[src/rtl/cim_col_accum.sv]
// -----------------------------------------------------------------------------
// cim_col_accum
//
// Column-side consumer of CIM cell outputs. One beat carries the products of
// all NUM_ROWS cells of a column. The masked products are captured, reduced
// through a registered pairwise adder tree, and accumulated over a group of
// beats. The group closes on a beat tagged acc_last, and the dot-product result
// is offered on a valid/ready output port.
//
// Optional feature (compile-time macro):
//   CIM_ACC_SAT_EN  defined   -> accumulator and final sum saturate at
//                                2^ACC_WIDTH-1 on overflow
//                   undefined -> accumulator and final sum wrap modulo
//                                2^ACC_WIDTH
//   out_ovf reports a group overflow in both builds.
//
// Ports:
//   clk            in   clock (single domain)
//   rst_n          in   asynchronous active-low reset
//   en             in   input beat enable
//   mac_result_in  in   row r product at [r*PROD_W +: PROD_W], unsigned
//   in_valid       in   per-row product valid; invalid rows contribute 0
//   acc_last       in   beat closes the current accumulation group
//   acc_clear      in   synchronous flush of pipeline and accumulator
//   in_ready       out  beat can be accepted (low while the output stalls)
//   out_data       out  group result
//   out_ovf        out  group exceeded the ACC_WIDTH range
//   out_valid      out  result valid
//   out_ready      in   downstream accepts the result
// -----------------------------------------------------------------------------
module cim_col_accum #(
    parameter int DATA_WIDTH = 9,
    parameter int NUM_ROWS   = 8,
    parameter int ACC_WIDTH  = 32
) (
    input  logic                                    clk,
    input  logic                                    rst_n,
    input  logic                                    en,
    input  logic [NUM_ROWS*2*(DATA_WIDTH-1)-1:0]    mac_result_in,
    input  logic [NUM_ROWS-1:0]                     in_valid,
    input  logic                                    acc_last,
    input  logic                                    acc_clear,
    output logic                                    in_ready,
    output logic [ACC_WIDTH-1:0]                    out_data,
    output logic                                    out_ovf,
    output logic                                    out_valid,
    input  logic                                    out_ready
);

    localparam int PROD_W = 2 * (DATA_WIDTH - 1);
    localparam int L      = $clog2(NUM_ROWS);
    localparam int TREE_W = PROD_W + L;

    typedef enum logic {
        S_IDLE,
        S_ACCUM
    } state_t;

    logic                  stall;
    logic                  beat_accept;

    // Stage 0 captures the masked row products; stage s (1..L) holds
    // NUM_ROWS>>s partial sums. Every node is kept at the full tree width,
    // which always holds the pairwise sums without truncation.
    logic [TREE_W-1:0]     row_masked [NUM_ROWS];
    logic [TREE_W-1:0]     tree_reg   [0:L][0:NUM_ROWS-1];
    logic [L:0]            vld_reg;
    logic [L:0]            last_reg;

    state_t                state_reg, state_next;
    logic [ACC_WIDTH-1:0]  acc_reg, acc_next;
    logic                  grp_ovf_reg, grp_ovf_next;
    logic [ACC_WIDTH:0]    sum_wide;
    logic [ACC_WIDTH-1:0]  sum_final;
    logic                  beat_ovf;
    logic                  res_load;
    logic                  res_ovf;

    logic [ACC_WIDTH-1:0]  out_data_reg;
    logic                  out_ovf_reg;
    logic                  out_valid_reg;

    assign stall       = out_valid_reg && !out_ready;
    assign in_ready    = !stall;
    assign beat_accept = en && in_ready && ((|in_valid) || acc_last);

    assign out_data  = out_data_reg;
    assign out_ovf   = out_ovf_reg;
    assign out_valid = out_valid_reg;

    genvar gi;
    generate
        for (gi = 0; gi < NUM_ROWS; gi++) begin : g_mask
            assign row_masked[gi] = in_valid[gi]
                ? {{L{1'b0}}, mac_result_in[gi*PROD_W +: PROD_W]}
                : '0;
        end
    endgenerate

    // Capture + adder tree. A clear only kills the valid bits; stale data in
    // the stages is harmless because nothing downstream looks at it.
    always_ff @(posedge clk or negedge rst_n) begin
        if (!rst_n) begin
            vld_reg  <= '0;
            last_reg <= '0;
            for (int s = 0; s <= L; s++) begin
                for (int n = 0; n < NUM_ROWS; n++) begin
                    tree_reg[s][n] <= '0;
                end
            end
        end else if (acc_clear) begin
            vld_reg <= '0;
        end else if (!stall) begin
            vld_reg[0]  <= beat_accept;
            last_reg[0] <= acc_last;
            for (int n = 0; n < NUM_ROWS; n++) begin
                tree_reg[0][n] <= row_masked[n];
            end
            for (int s = 1; s <= L; s++) begin
                vld_reg[s]  <= vld_reg[s-1];
                last_reg[s] <= last_reg[s-1];
                for (int n = 0; n < (NUM_ROWS >> s); n++) begin
                    tree_reg[s][n] <= tree_reg[s-1][2*n] + tree_reg[s-1][2*n+1];
                end
            end
        end
    end

    // Accumulator next-state logic. In IDLE the running sum is taken as zero,
    // so a lone last beat yields the tree sum directly.
    always_comb begin
        state_next   = state_reg;
        acc_next     = acc_reg;
        grp_ovf_next = grp_ovf_reg;
        res_load     = 1'b0;

        sum_wide = {1'b0, ((state_reg == S_ACCUM) ? acc_reg : {ACC_WIDTH{1'b0}})}
                 + {{(ACC_WIDTH + 1 - TREE_W){1'b0}}, tree_reg[L][0]};
        beat_ovf = sum_wide[ACC_WIDTH];
`ifdef CIM_ACC_SAT_EN
        sum_final = beat_ovf ? {ACC_WIDTH{1'b1}} : sum_wide[ACC_WIDTH-1:0];
`else
        sum_final = sum_wide[ACC_WIDTH-1:0];
`endif
        res_ovf = grp_ovf_reg | beat_ovf;

        if (acc_clear) begin
            state_next   = S_IDLE;
            acc_next     = '0;
            grp_ovf_next = 1'b0;
        end else if (vld_reg[L] && !stall) begin
            if (last_reg[L]) begin
                res_load     = 1'b1;
                state_next   = S_IDLE;
                acc_next     = '0;
                grp_ovf_next = 1'b0;
            end else begin
                state_next   = S_ACCUM;
                acc_next     = sum_final;
                grp_ovf_next = res_ovf;
            end
        end
    end

    always_ff @(posedge clk or negedge rst_n) begin
        if (!rst_n) begin
            state_reg   <= S_IDLE;
            acc_reg     <= '0;
            grp_ovf_reg <= 1'b0;
        end else begin
            state_reg   <= state_next;
            acc_reg     <= acc_next;
            grp_ovf_reg <= grp_ovf_next;
        end
    end

    // Output register. A completing group can only load while not stalled,
    // so a held result is never overwritten before it is taken.
    always_ff @(posedge clk or negedge rst_n) begin
        if (!rst_n) begin
            out_data_reg  <= '0;
            out_ovf_reg   <= 1'b0;
            out_valid_reg <= 1'b0;
        end else begin
            if (res_load) begin
                out_data_reg  <= sum_final;
                out_ovf_reg   <= res_ovf;
                out_valid_reg <= 1'b1;
            end else if (out_valid_reg && out_ready) begin
                out_valid_reg <= 1'b0;
            end
        end
    end

endmodule

[config.mk]
export PLATFORM = sky130hd
export DESIGN_NAME = cim_col_accum
export DESIGN_NICKNAME = d
export VERILOG_FILES = /design/src/rtl/cim_col_accum.sv
export SDC_FILE = /design/constraint.sdc
export NUM_CORES = 1
export LEC_CHECK = 0
export ABC_CLOCK_PERIOD_IN_PS = 8200
export CORE_MARGIN = 1.5
export CORE_UTILIZATION = 60
export DETAILED_ROUTE_END_ITERATION = 10
export GPL_TIMING_DRIVEN = 0
export HOLD_SLACK_MARGIN = 0.12
export PLACE_DENSITY = 0.9
export SLEW_MARGIN = 20
export SYNTH_ARGS = -nofsm -noshare
export SYNTH_HDL_FRONTEND = slang
export SYNTH_SLANG_ARGS = --single-unit
export TNS_END_PERCENT = 10
[constraint.sdc]
create_clock -name clk -period 8.2 [get_ports clk]
set_input_delay 1.64 -clock clk [delete_from_list [all_inputs] [get_ports clk]]
set_output_delay 1.64 -clock clk [all_outputs]
set_load 0.05 [all_outputs]
# Word level (Yosys, flattened, before mapping)
# Cells that the tools add are included.
[op_classes] add_sub_neg=8 n_eq_ne=1 n_mux=25 bitwise=3 n_reduce_logical=12
[ops] cell="19-bit adder" n=7
[ops] cell="16-bit 2-to-1 mux" n=8
[ops] cell="32-bit 2-to-1 mux" n=4
[ops] cell="32-bit by 19-bit adder with 33-bit output" n=1
[ops] cell="1-bit 2-to-1 mux" n=11
[ops] cell="4-bit 2-to-1 mux" n=2
[ops] cell="8-bit OR reduction" n=1
[ops] cell="1-bit logical AND" n=5
[ops] cell="2-bit nonzero test" n=2
[ops] cell="1-bit zero test" n=2
[ops] cell="2-bit inequality test, second input constant" n=1
[ops] cell="1-bit NOT" n=2
[ops] cell="2-bit AND reduction" n=1
[ops] cell="1-bit logical OR" n=1
[ops] cell="1-bit bitwise OR" n=1
[totals] reg_bits=361 in_bits=142 output_inout_bits=35 word_cells=72

# Depth between registers and ports, before layout
# Gate-level depths: netlist of the first run.
[logic_depth] depth_word=7 mapped_depth=13

# Least setup slack after synthesis of the first run
# No wires, ideal clock.
[synth_path] kind="input port to output port" startpoint="input port out_ready" endpoint="output port in_ready" arrival_time_ns=2.376 required_time_ns=6.560 setup_slack_ns=4.184 stages=3 path_buffers=1 cell_sequence="nor2b_1 > clkbuf_1 > clkinv_1"
[synth_between] elab_chain_len=3
[synth_lines] item="start, declared" line="47" text="input logic out_ready"
[synth_lines] item="1-bit zero test" line="83" text="assign stall = out_valid_reg && !out_ready;"
[synth_lines] item="1-bit logical AND" line="83"
[synth_lines] item="1-bit zero test" line="84" text="assign in_ready = !stall;"
[synth_lines] item="end, declared" line="43" text="output logic in_ready,"
# Every way passes these cells.

# Final worst setup path of the first run
# Same ends and word-level chain as after synthesis.

==> results of run 1 <==
where the power goes:
part / switching [mW] / total [mW] / leakage (nW) / internal, mW
logic: 1.06 / 1.79 / 5.83 / 0.729
clock network: 0.682 / 1.59 / 0.575 / 0.911
registers: 0.214 / 2.09 / 4.25 / 1.88
worst max-delay path, cell delays in order:
cell	delay, ns
clkdlybuf4s50_1	0.40
nor2b_1	0.10
clkbuf_1	0.24
clkinv_1	0.26
clkdlybuf4s50_1	0.77
cell type report:
| type | instances | area, µm² | area share |
|---|---|---|---|
| repair buffers | 171 | 1770 | 0.0792 |
| inverters | 44 | 165 | 0.00740 |
| clock buffers | 55 | 1070 | 0.0480 |
| flip-flops and latches | 327 | 8180 | 0.367 |
| well taps | 396 | 495 | 0.0222 |
| plain buffers | 97 | 408 | 0.0183 |
| clock inverters | 11 | 87.6 | 0.00392 |
| multi-input cells | 1657 | 10100 | 0.454 |
synthesized netlist by cell type, types with 19 or more instances:
master    number
a211oi_1      23
a21o_1        43
a21oi_1      110
a22o_1        20
and2_1        25
buf_2         31
clkbuf_1      57
dfrtp_1      327
ha_1         135
inv_1         43
nand2_1      486
nand3_1      154
nand4_1       27
nor2_1        66
nor2b_1       19
nor3_1        21
o21ai_0      186
xnor2_1       49
xor2_1        67
per-stage QoR:
stage	hold WS, ns	setup slack (ns)	TNS [ns]
6_report	0.473	3.15	0
3_5_place_dp	0.463	3.14	0
4_1_cts	0.478	3.13	0
2_1_floorplan	0.439	4.18	0
3_3_place_gp	0.448	-8.00	-2605.56
5_1_grt	0.493	3.07	0
logic make-up after synthesis:
kind of cell	Yosys count	share of synthesized area
and+or+nand+nor	870	0.205
AOI/OAI and AO/OA	514	0.171
DFF	327	0.433
adders and majority gates	143	0.0978
buffers and inverters	141	0.0303
xor gates and xnor gates	116	0.0538
muxes	14	0.00827
how the worst max path moves through the flow:
stage | cells past startpoint | slack [ns] | startpoint | endpoint
6_report | 5 | 3.15 | out_ready | in_ready
3_5_place_dp | 5 | 3.14 | out_ready | in_ready
3_3_place_gp | 1 | -8.00 | rst_n | tree_reg[532]
5_1_grt | 5 | 3.07 | out_ready | in_ready
4_1_cts | 5 | 3.13 | out_ready | in_ready
2_1_floorplan | 3 | 4.18 | out_ready | in_ready
layer usage:
metal,vias up,routed length [µm]
met2,620,24800
met4,0,2480
met3,143,3170
met5,-,0
met1,8107,22100
li1,7920,-
==> flow_metrics.tcl, run 1 <==
set metrics [dict create \
    status "finished clean" \
    cts_setup_buffers 0 \
    antenna_found_initial 0 \
    cts_root_buffer "clkbuf_16" \
    drv_slew 0 \
    total_power_mw 5.47 \
    grt_max_degree 107 \
    grt_overflow 0 \
    syn_area_um2 18900 \
    n_fill_cell 2256 \
    rsz0062_at_grt "no" \
    hold_path_class "reg -> reg" \
    setup_viol_count_final 0 \
    numPlacedInstances 2692 \
    fin_area_um2 22300 \
    use_met1 0.422 \
    wl_um 52600 \
    arrival_ns 3.41 \
    dr_total_vias 16800 \
    grt_use_met2 0.545 \
    fin_crit_sh 0.616 \
    n_antenna_cell 0 \
    die_w_um 180 \
    wl_per_cell_um 19.1 \
    synthFlopType "dfrtp_1" \
    final_cell_mix "486 x nand2_1, 327 x dfrtp_1, 186 x o21ai_0" \
    start_kind "primary input" \
    grt_pass1_wl_um 84900 \
    required_ns 6.56 \
    fin_crit_ns 5.05 \
    worstSetupPathType "in -> out" \
    port_buffers 168 \
    powerDensity_nw_per_um2 245 \
    grt_pass1_vias 16600 \
    worstSetupEndpointType "primary output" \
    fin_util 0.724 \
    tightest_slew_ns 0.954 \
    drive_above_1_share 0.0529 \
    clock_sinks 327 \
    cts_resized 0 \
    syn_inst 2125 \
    clk_latency_ns 0.54 \
    maxCapViolCount 0 \
    nets 2619 \
    synth_warnings 0 \
    clock.fmax_mhz 198 \
    gp_congestion 0.932 \
    min-delay-start "out_data[4]" \
    grt_util_met3 0.0443 \
    ys_ff_latch 327 \
    async_flop_share 1.00 \
    synth_fp_nets 2410 \
    grt_usage 0.324 \
    ant_nets 0 \
    start_util 0.613 \
    syn_area_per_cell_um2 8.89 \
    r2r_cells 12 \
    seq_area_frac_synth 0.433 \
    slew_headroom 0.364 \
    instances_no_fill 2758 \
    vdd_drop_max_mv 0.144 \
    netlist-cell-type-count 66 \
    min_delay_path_depth 2 \
    cts_tree "built" \
    grt_busiest_layer "met2" \
    die_area_um2 32600 \
    leakagePower_nw 10.6 \
    r2r-start "state_reg" \
    r2r-end "out_data[17]" \
    dr.pass1.iters 6 \
    fin_skew_ns 0.0249 \
    post-dp-hpwl_um 39200 \
    worstPathMaxFanout 8 \
    die_h_um 180 \
    cts_buffers 36 \
    drc 0 \
    yosys-top-cells-area "dfrtp_1 43%, nand2_1 9.7%, ha_1 8.9%" \
    post_dp_cell_area_um2 21200 \
    synth-edff-count 0 \
    rows 64 \
    largest_register_ffs 251 \
    yosysTopAreaCell "dfrtp_1" \
    final_common_cell "nand2_1" \
    htreeDepth 2 \
    finalHoldViolCount 0 \
    synth_top_area_share 0.433 \
    area_delta_synth_final_pct 18.1 \
    hold_buffers 0 \
    clock_path_buffers 3 \
    viasPerCell 6.09 \
    core_area_um2 30800 \
    r2r_slack_ns 4.06 \
    io_pins 177 \
    holdPathEnd "out_data[4]" \
    drt_iter0_markers 1319 \
    clkTransAtPathRegs_ns 0.06 \
]
No activity file was read; power rests on OpenSTA's default activity.
==> run 2: changes to the inputs <==
--- a/config.mk
+++ b/config.mk
@@ -5,13 +5,13 @@
 export SDC_FILE = /design/constraint.sdc
 export NUM_CORES = 1
 export LEC_CHECK = 0
-export ABC_CLOCK_PERIOD_IN_PS = 8200
+export ABC_CLOCK_PERIOD_IN_PS = 4800
 export CORE_MARGIN = 1.5
-export CORE_UTILIZATION = 60
+export CORE_UTILIZATION = 59
 export DETAILED_ROUTE_END_ITERATION = 10
 export GPL_TIMING_DRIVEN = 0
 export HOLD_SLACK_MARGIN = 0.12
-export PLACE_DENSITY = 0.9
+export PLACE_DENSITY = 0.89
 export SLEW_MARGIN = 20
 export SYNTH_ARGS = -nofsm -noshare
 export SYNTH_HDL_FRONTEND = slang
==> constraint.sdc (replaced) <==
create_clock -name clk -period 4.8 [get_ports clk]
set_input_delay 0.96 -clock clk [delete_from_list [all_inputs] [get_ports clk]]
set_output_delay 0.96 -clock clk [all_outputs]
set_load 0.05 [all_outputs]
==> run 2 against run 1 <==
Compared with the run above: worst hold slack got worse by 0.14 ns; clock power rose by 76%; sequential power grew 70%; global-route usage down 0.19 points; clock skew is 0.0065 ns lower; power grew 73%; critical endpoint is now out_ovf.
==> flow_metrics.tcl, run 2 (same netlist as run 1, synthesis figures left out) <==
set metrics [dict create \
    status "finished clean" \
    pre_cts_ws_ns 0.651 \
    hold_buffers 0 \
    cts_buffers 35 \
    instances_no_fill 2760 \
    die_w_um 182 \
    viasPerCell 6.16 \
    r2r_slack_ns 0.83 \
    numPlacedInstances 2698 \
    die_h_um 182 \
    worstSetupPathType "reg -> reg" \
    post-dp-hpwl_um 38700 \
    n_fill_cell 2377 \
    grt_overflow 0 \
    vdd_drop_max_mv 0.230 \
    arrival_ns 4.43 \
    wl_um 52600 \
    rows 65 \
    fin_area_um2 22400 \
    tightest_slew_ns 0.973 \
    drive_above_1_share 0.0526 \
    clock_path_buffers 3 \
    setup_viol_count_final 0 \
    antenna_found_initial 0 \
    pwr-share-seq 0.377 \
    post_dp_cell_area_um2 21200 \
    port_buffers 168 \
    maxCapViolCount 0 \
    r2r-end "out_ovf" \
    dr.pass1.iters 7 \
    grt_pass1_wl_um 85400 \
    fin_crit_sh 0.827 \
    clk_latency_ns 0.53 \
    drv_slew 0 \
    leakagePower_nw 10.6 \
    start_kind "flip-flop" \
    cts_resized 0 \
    r2r_cells 13 \
    core_area_um2 31600 \
    clkTransAtPathRegs_ns 0.06 \
    powerDensity_nw_per_um2 422 \
    cts_tree "built" \
    finalHoldViolCount 0 \
    clock.fmax_mhz 252 \
    switching_share 0.353 \
    slew_headroom 0.351 \
    fin_skew_ns 0.0184 \
    ant_nets 0 \
    worst_slack_ns 0.831 \
    final_common_cell "nand2_1" \
    power_frac_clock 0.296 \
    cts_root_buffer "clkbuf_16" \
    fin_crit_ns 3.97 \
    dr_total_vias 17000 \
    clock_sinks 327 \
    die_area_um2 33100 \
    r2r-start "state_reg" \
    intPower_mw 6.11 \
    worstPathMaxFanout 10 \
    final_cell_mix "486 x nand2_1, 327 x dfrtp_1, 186 x o21ai_0" \
    hold_path_class "in -> async" \
    p_comb_frac 0.327 \
    fin_util 0.709 \
    drc 0 \
    hold_slack_ns 0.336 \
    switching_power_mw 3.33 \
    cts_setup_buffers 0 \
    crit_path_start "state_reg" \
    start_util 0.599 \
    rsz0062_at_grt "no" \
    required_ns 5.26 \
    htreeDepth 2 \
    worstSetupEndpointType "flip-flop" \
    drt_iter0_markers 1406 \
    nets 2618 \
    gp_congestion 0.985 \
    grt_usage 0.322 \
    area_delta_synth_final_pct 18.3 \
    wl_per_cell_um 19.1 \
    grt_max_degree 105 \
    largest_register_ffs 251 \
    io_pins 177 \
    grt_pass1_vias 17000 \
]
## run 2: stage by stage
step / TNS (ns) / power, mW
6_report: 0 / 9.44
5_1_grt: 0 / 9.94
4_1_cts: 0 / 9.41
3_5_place_dp: 0 / 6.58
3_3_place_gp: -3493.24 / 6.45
2_1_floorplan: 0 / 5.64
## run 2: how the worst max path moves through the flow
stage	slack [ns]	depth (start not counted)	endpoint
2_1_floorplan	1.61	13	out_data[14]
3_3_place_gp	-10.72	1	tree_reg[532]
3_5_place_dp	0.65	9	tree_reg[289]
4_1_cts	0.81	13	out_ovf
5_1_grt	0.56	12	out_data[29]
6_report	0.83	13	out_ovf
## run 2: worst max-delay path, stage by stage (launching register included)
cell and delay (ns):
dfrtp_1 0.39, buf_2 0.24, clkbuf_1 0.43, clkbuf_1 0.33
and2_1 0.19, ha_1 0.21, fa_1 0.25, a211oi_1 0.14
o21ai_2 0.23, a32oi_2 0.13, a2111oi_4 0.51, o21bai_2 0.20
or4_1 0.56, nand3_1 0.10
## run 2: layout make-up
| class | count | area, µm² | share of cell area |
|---|---|---|---|
| Multi-Input combinational cell | 1657 | 10100 | 0.454 |
| Sequential cell | 327 | 8180 | 0.366 |
| Timing Repair Buffer | 171 | 1770 | 0.0791 |
| Clock buffer | 48 | 1020 | 0.0454 |
| Tap cell | 402 | 503 | 0.0225 |
| Buffer | 97 | 408 | 0.0182 |
| Clock inverter | 13 | 168 | 0.00750 |
| Inverter | 44 | 165 | 0.00739 |
| Antenna cell | 1 | 2.50 | 0.000112 |
## run 2: power by group through the flow
stage | combinational, mW | sequential, mW | clock, mW
after floorplan | 2.11 | 3.53 | 0
after global placement | 2.87 | 3.58 | 0
after detailed placement | 2.98 | 3.59 | 0
after CTS | 3.03 | 3.55 | 2.82
after global routing | 3.41 | 3.60 | 2.92
final | 3.08 | 3.56 | 2.80
## run 2: per-layer routing
metal  global-route usage  up-vias  wire length (µm)  share of wire
li1                     -     7908                 -              -
met1                0.409     8198             21700           0.41
met2                0.548      718             25100           0.48
met3               0.0453      169              3430          0.065
met4                0.151        0              2390          0.045
met5                    0        -                 0              0
